$ cat config.mk
export PLATFORM = sky130hd
export DESIGN_NAME = wavetable_slot_allocator
export DESIGN_NICKNAME = d
export VERILOG_FILES = /design/src/rtl/wavetable_slot_allocator.sv
export SDC_FILE = /design/constraint.sdc
export NUM_CORES = 1
export LEC_CHECK = 0
export ABC_AREA = 1
export CORE_MARGIN = 3
export CORE_UTILIZATION = 49
export DETAILED_ROUTE_END_ITERATION = 8
export GPL_TIMING_DRIVEN = 0
export HOLD_SLACK_MARGIN = 0.12
export PLACE_DENSITY = 0.82
export SYNTH_ARGS = -nofsm -noshare
export SYNTH_HDL_FRONTEND = slang
export SYNTH_SLANG_ARGS = --single-unit
$ cat constraint.sdc
create_clock -name clk_in -period 12.8 [get_ports clk_in]
set_input_delay 1.92 -clock clk_in [delete_from_list [all_inputs] [get_ports clk_in]]
set_output_delay 1.92 -clock clk_in [all_outputs]
set_load 0.05 [all_outputs]
$ cat src/rtl/wavetable_slot_allocator.sv
// wavetable_slot_allocator
// Maps up to NUM_VOICES gated oscillator phases onto NUM_SLOTS persistent
// wavetable read slots. One voice is scanned per cycle after each sample
// tick. A coherent address/fraction set is published once per pass.
// Optional feature macro: VOICE_STEAL_EN. When it is defined, a new note
// steals the oldest slot if all slots are full. When it is undefined, the
// note is dropped and retried on the next pass.
module wavetable_slot_allocator #(
    parameter int NUM_VOICES  = 8,
    parameter int NUM_SLOTS   = 4,
    parameter int PHASE_WIDTH = 32,
    parameter int ADDR_WIDTH  = 8,
    parameter int FRAC_WIDTH  = 8,
    localparam int VW = (NUM_VOICES > 1) ? $clog2(NUM_VOICES) : 1,
    localparam int NW = $clog2(NUM_SLOTS + 1)
) (
    input  logic                                   clk_in,
    input  logic                                   rst_n_in,
    input  logic                                   sample_tick_in,
    input  logic [NUM_VOICES-1:0][PHASE_WIDTH-1:0] phase_in,
    input  logic [NUM_VOICES-1:0]                  gate_in,
    output logic [NUM_SLOTS-1:0][ADDR_WIDTH-1:0]   addr_out,
    output logic [NUM_SLOTS-1:0][FRAC_WIDTH-1:0]   frac_out,
    output logic [NUM_SLOTS-1:0][VW-1:0]           slot_voice_out,
    output logic [NUM_SLOTS-1:0]                   slot_valid_out,
    output logic [NUM_VOICES-1:0]                  active_voices_out,
    output logic [NW-1:0]                          num_voices_out,
    output logic                                   valid_out,
    output logic                                   steal_out,
    output logic                                   overrun_out
);

    localparam int SW = (NUM_SLOTS > 1) ? $clog2(NUM_SLOTS) : 1;
    localparam int TW = ADDR_WIDTH + FRAC_WIDTH;

    localparam logic [1:0] S_IDLE    = 2'd0;
    localparam logic [1:0] S_SCAN    = 2'd1;
    localparam logic [1:0] S_PUBLISH = 2'd2;

`ifdef VOICE_STEAL_EN
    function automatic logic [7:0] sat_inc8(input logic [7:0] a);
        return (a == 8'hFF) ? a : a + 8'd1;
    endfunction
`endif

    logic [1:0]                           r_state;
    logic [VW-1:0]                        r_idx;
    logic [NUM_VOICES-1:0]                r_gate_p0;
    logic [NUM_VOICES-1:0][TW-1:0]        r_phase_p0;
    logic [NUM_SLOTS-1:0]                 r_slot_valid;
    logic [NUM_SLOTS-1:0][VW-1:0]         r_slot_owner;
`ifdef VOICE_STEAL_EN
    logic [NUM_SLOTS-1:0][7:0]            r_slot_age;
    logic                                 r_steal_flag;
    logic                                 w_old_found;
    logic [SW-1:0]                        w_old_idx;
    logic [7:0]                           w_old_age;
`endif

    logic                                 w_hold_found;
    logic [SW-1:0]                        w_hold_idx;
    logic                                 w_free_found;
    logic [SW-1:0]                        w_free_idx;
    logic [NUM_VOICES-1:0]                w_active;
    logic [NW-1:0]                        w_count;

    // Only the address and fraction bits of each phase are ever read.
    generate
        if (PHASE_WIDTH > TW) begin : g_lsb_sink
            logic w_unused_phase_lsbs;
            always_comb begin
                w_unused_phase_lsbs = 1'b0;
                for (int v = 0; v < NUM_VOICES; v++)
                    w_unused_phase_lsbs = w_unused_phase_lsbs ^ (^phase_in[v][PHASE_WIDTH-TW-1:0]);
            end
        end
    endgenerate

    // A new tick while a pass is running is dropped and flagged in the same cycle.
    assign overrun_out = sample_tick_in && (r_state != S_IDLE);

    // Snapshot of the gated voices and their phases, taken when a pass starts.
    always_ff @(posedge clk_in) begin
        if (r_state == S_IDLE && sample_tick_in) begin
            r_gate_p0 <= gate_in;
            for (int v = 0; v < NUM_VOICES; v++)
                r_phase_p0[v] <= phase_in[v][PHASE_WIDTH-1 -: TW];
        end
    end

    // Slot lookups for the voice under scan: held slot, lowest free slot, oldest slot.
    always_comb begin
        w_hold_found = 1'b0;
        w_hold_idx   = '0;
        w_free_found = 1'b0;
        w_free_idx   = '0;
`ifdef VOICE_STEAL_EN
        w_old_found  = 1'b0;
        w_old_idx    = '0;
        w_old_age    = '0;
`endif
        for (int s = 0; s < NUM_SLOTS; s++) begin
            if (r_slot_valid[s] && (r_slot_owner[s] == r_idx)) begin
                w_hold_found = 1'b1;
                w_hold_idx   = SW'(s);
            end
            if (!r_slot_valid[s] && !w_free_found) begin
                w_free_found = 1'b1;
                w_free_idx   = SW'(s);
            end
`ifdef VOICE_STEAL_EN
            // Strictly-greater keeps the lowest index on equal ages.
            if (r_slot_valid[s] && (!w_old_found || (r_slot_age[s] > w_old_age))) begin
                w_old_found = 1'b1;
                w_old_idx   = SW'(s);
                w_old_age   = r_slot_age[s];
            end
`endif
        end
    end

    // Per-voice activity and slot occupancy count for publication.
    always_comb begin
        w_active = '0;
        w_count  = '0;
        for (int s = 0; s < NUM_SLOTS; s++) begin
            if (r_slot_valid[s]) begin
                w_count = w_count + NW'(r_slot_valid[s]);
                if (r_gate_p0[r_slot_owner[s]])
                    w_active[r_slot_owner[s]] = 1'b1;
            end
        end
    end

    // Pass sequencer: scan one voice per cycle, then publish the slot table.
    always_ff @(posedge clk_in or negedge rst_n_in) begin
        if (!rst_n_in) begin
            r_state           <= S_IDLE;
            r_idx             <= '0;
            r_slot_valid      <= '0;
            r_slot_owner      <= '0;
`ifdef VOICE_STEAL_EN
            r_slot_age        <= '0;
            r_steal_flag      <= 1'b0;
            steal_out         <= 1'b0;
`endif
            addr_out          <= '0;
            frac_out          <= '0;
            slot_voice_out    <= '0;
            slot_valid_out    <= '0;
            active_voices_out <= '0;
            num_voices_out    <= '0;
            valid_out         <= 1'b0;
        end else begin
            valid_out <= 1'b0;
`ifdef VOICE_STEAL_EN
            steal_out <= 1'b0;
`endif
            case (r_state)
                S_IDLE: begin
                    if (sample_tick_in) begin
                        r_state <= S_SCAN;
                        r_idx   <= '0;
`ifdef VOICE_STEAL_EN
                        r_steal_flag <= 1'b0;
`endif
                    end
                end
                // ---- scan stage: one voice per cycle ----
                S_SCAN: begin
                    if (r_gate_p0[r_idx]) begin
                        if (!w_hold_found) begin
                            if (w_free_found) begin
                                r_slot_valid[w_free_idx] <= 1'b1;
                                r_slot_owner[w_free_idx] <= r_idx;
`ifdef VOICE_STEAL_EN
                                r_slot_age[w_free_idx]   <= 8'd0;
`endif
                            end
`ifdef VOICE_STEAL_EN
                            else if (w_old_found) begin
                                r_slot_owner[w_old_idx] <= r_idx;
                                r_slot_age[w_old_idx]   <= 8'd0;
                                r_steal_flag            <= 1'b1;
                            end
`endif
                        end
                    end else if (w_hold_found) begin
                        r_slot_valid[w_hold_idx] <= 1'b0;
`ifdef VOICE_STEAL_EN
                        r_slot_age[w_hold_idx]   <= 8'd0;
`endif
                    end
                    if (r_idx == VW'(NUM_VOICES - 1))
                        r_state <= S_PUBLISH;
                    else
                        r_idx <= r_idx + VW'(1);
                end
                // ---- publish stage: register the coherent output set ----
                S_PUBLISH: begin
                    for (int s = 0; s < NUM_SLOTS; s++) begin
                        if (r_slot_valid[s]) begin
                            addr_out[s]       <= r_phase_p0[r_slot_owner[s]][TW-1 -: ADDR_WIDTH];
                            frac_out[s]       <= r_phase_p0[r_slot_owner[s]][FRAC_WIDTH-1:0];
                            slot_voice_out[s] <= r_slot_owner[s];
`ifdef VOICE_STEAL_EN
                            r_slot_age[s]     <= sat_inc8(r_slot_age[s]);
`endif
                        end else begin
                            addr_out[s]       <= '0;
                            frac_out[s]       <= '0;
                            slot_voice_out[s] <= '0;
                        end
                    end
                    slot_valid_out    <= r_slot_valid;
                    active_voices_out <= w_active;
                    num_voices_out    <= w_count;
                    valid_out         <= 1'b1;
`ifdef VOICE_STEAL_EN
                    steal_out         <= r_steal_flag;
`endif
                    r_state           <= S_IDLE;
                end
                default: r_state <= S_IDLE;
            endcase
        end
    end

`ifndef VOICE_STEAL_EN
    assign steal_out = 1'b0;
`endif

endmodule
==> results_dict.tcl <==
set metrics [dict create \
    status "finished, violations left" \
    violations "DRC" \
    clockBufferDepth 3 \
    period_share 0.4108 \
    ant_nets 0 \
    maxSlewViolCount 0 \
    worstSetupPathType "in2out" \
    hold_viol 0 \
    syn-cell-area_sq_um 13510 \
    layout_common_cells "nand2_1 (362), o21ai_0 (347), clkdlybuf4s50_1 (230)" \
    die_h_microns 172.1 \
    hold_depth 2 \
    post_cts_buffers 0 \
    gp_congestion 1.023 \
    htree_levels 1 \
    dp_hpwl_microns 43480 \
    grt_pass1_wl_microns 87280 \
    antenna_found_initial 1 \
    fmax_ghz 0.1902 \
    grt_use_met2 0.6226 \
    wire_per_inst_microns 26.31 \
    synthCells 1672 \
    seqCellArea_sq_um 6912 \
    cp.arrival_ps 3340 \
    reg2reg_depth 5 \
    finalSetupViolations 0 \
    place_ws_ps 7502 \
    num_antenna_cells 0 \
    via_count 14410 \
    path_clk_slew_ps 60 \
    leakage_nw 7.421 \
    start_kind "primary input" \
    worstMarginPinSlew_ps 1394 \
    synth.avg_cell_area_sq_um 8.083 \
    drc 29 \
    tritoncts "done" \
    gr-total-overflow 0 \
    layout_setup_ws_ps 7542 \
    track_usage 0.4016 \
    multiInputGateArea_sq_um 5678 \
    num_rows 60 \
    ys_types 35 \
    worstPathRequired_ps 10880 \
    hold_path_class "reg2reg" \
    synth_fp_nets 1949 \
    coreArea_sq_um 27030 \
    grt_max_degree 71 \
    area_growth_pct 28.27 \
    whs_ps 476.4 \
    design_power_total_mw 3.961 \
    met1_usage 0.5127 \
    ios 361 \
    drive_gt1_frac 0.07888 \
    timing.max_cap.violations 0 \
    nets 2222 \
    viasPerCell 6.251 \
    first_pass_iters 9 \
    totalWireLength_microns 60670 \
    ir_drop_v 0.0001607 \
    grt_pass1_vias 13980 \
    ctsHoldBuffers 0 \
    worst_clock_skew_ps 22.11 \
    top_usage_layer "met2" \
    ys_seq_elements 249 \
    rsz0062_at_grt "no" \
    end_kind "output port" \
    critPathMaxFanout 2 \
    max-slew-margin-rel 0.06690 \
    ys_seq_area_frac 0.5114 \
    cts_root_buf "clkbuf_16" \
    ys.warnings.count 0 \
    nFillCells 2300 \
    p_per_area_nw_per_um2 228.5 \
    layout_commonest_cell "nand2_1" \
    clk_latency_ps 570 \
    final_util 0.6414 \
    min_period_ps 5258 \
    drtIter0Drc 2625 \
    dieArea_sq_um 29610 \
    cts_made_buffers 27 \
    cts_resized 0 \
    port_buffers 231 \
    grt_util_met3 0.1100 \
    numClockSinks 249 \
    die_w_microns 172.1 \
    start_util 0.5000 \
]
cell type report:
class                           instances  share of cell area
Sequential cell                       249              0.3987
Buffer                                100             0.02938
Multi-Input combinational cell       1211              0.3276
Tap cell                              341             0.02461
Timing Repair Buffer                  244              0.1428
Clock buffer                           33             0.04201
Inverter                              112             0.02425
Clock inverter                         16             0.01061
cells by family (layout without fill, tap and decap cells):
kind of cell	after synthesis	in the layout	synth area share
XOR/XNOR	2	2	0.001296
AND/OR/NAND/NOR	639	639	0.1946
flip-flops	249	249	0.5114
AO/OA/AOI/OAI	559	559	0.2138
other	1	1	0.0002775
adder cells (fa/ha/maj)	10	10	0.009814
buffers and inverters	212	505	0.06879
power by group:
| group | switching (mW) | leakage, nW | internal (mW) |
|---|---|---|---|
| clock | 0.329 | 0.435 | 0.482 |
| combinational | 1.45 | 4.19 | 0.535 |
| sequential | 0.139 | 2.79 | 1.03 |
registers in the layout, indices dropped and copies added, names as in the netlist:
signal and flops:
slot_voice_out 12, addr_out 32, r_idx 3, r_gate_p0 8
r_phase_p0 128, r_slot_owner 12, r_state 2, num_voices_out 3
active_voices_out 8, r_slot_valid 4, frac_out 32, valid_out 1
slot_valid_out 4
synthesized netlist by cell type:
master,instances,area (sq um)
nor3_1,5,25.02
nand2_4,2,22.52
nand2_1,362,1359
inv_2,16,60.06
nor3_4,1,16.27
or2_2,1,6.260
nand2_2,9,56.30
nor2_4,6,67.56
nor2_1,164,615.6
nor2_2,5,31.28
edfxtp_1,136,4084
ha_1,9,112.6
conb_1,1,3.750
fa_1,1,20.02
buf_4,7,52.55
clkbuf_2,4,20.02
nand4_1,6,37.54
a21oi_1,132,660.6
o2111ai_1,2,17.52
inv_1,96,360.4
nand3_1,77,385.4
o21ai_0,347,1737
dfrtp_1,113,2828
buf_1,3,11.26
o21ai_4,1,16.27
nor3b_1,1,7.510
o21ai_1,47,235.2
o211ai_1,21,157.7
o221ai_1,2,17.52
xnor2_1,2,17.52
a211oi_1,3,22.52
o22ai_1,4,25.02
buf_6,7,78.83
clkbuf_1,39,146.4
buf_2,40,200.2
final timing paths:
check | startpoint | slack, ps | endpoint
min | addr_out[23] | 480 | addr_out[23]
max in group asynchronous | rst_n_in | 10780 | frac_out[29]
min reg2reg | addr_out[23] | 480 | addr_out[23]
min in group asynchronous | rst_n_in | 1290 | r_state[1]
max reg2reg | r_slot_valid[2] | 9820 | addr_out[16]
max | sample_tick_in | 7540 | overrun_out
per-layer routing:
metal  share of wire  vias up
met5         0.00025        -
met4           0.070        2
met3            0.13      321
met2            0.44     1172
met1            0.36     6681
li1                -     6238
worst max-delay path, stage by stage:
cell             delay [ps]
clkdlybuf4s50_1         460
inv_1                    50
nor2_1                  100
clkdlybuf4s50_1         800
per-stage QoR:
| stage | cell area (sq um) | setup TNS, ps | std cells |
|---|---|---|---|
| 4_1_cts | 17330 | 0 | 2306 |
| 5_1_grt | 17330 | 0 | 2306 |
| 3_3_place_gp | 16250 | -447800 | 2244 |
| 6_report | 17330 | 0 | 2306 |
| 2_1_floorplan | 13510 | 0 | 1672 |
| 3_5_place_dp | 16420 | 0 | 2257 |
(Power assumes the default switching activity.)
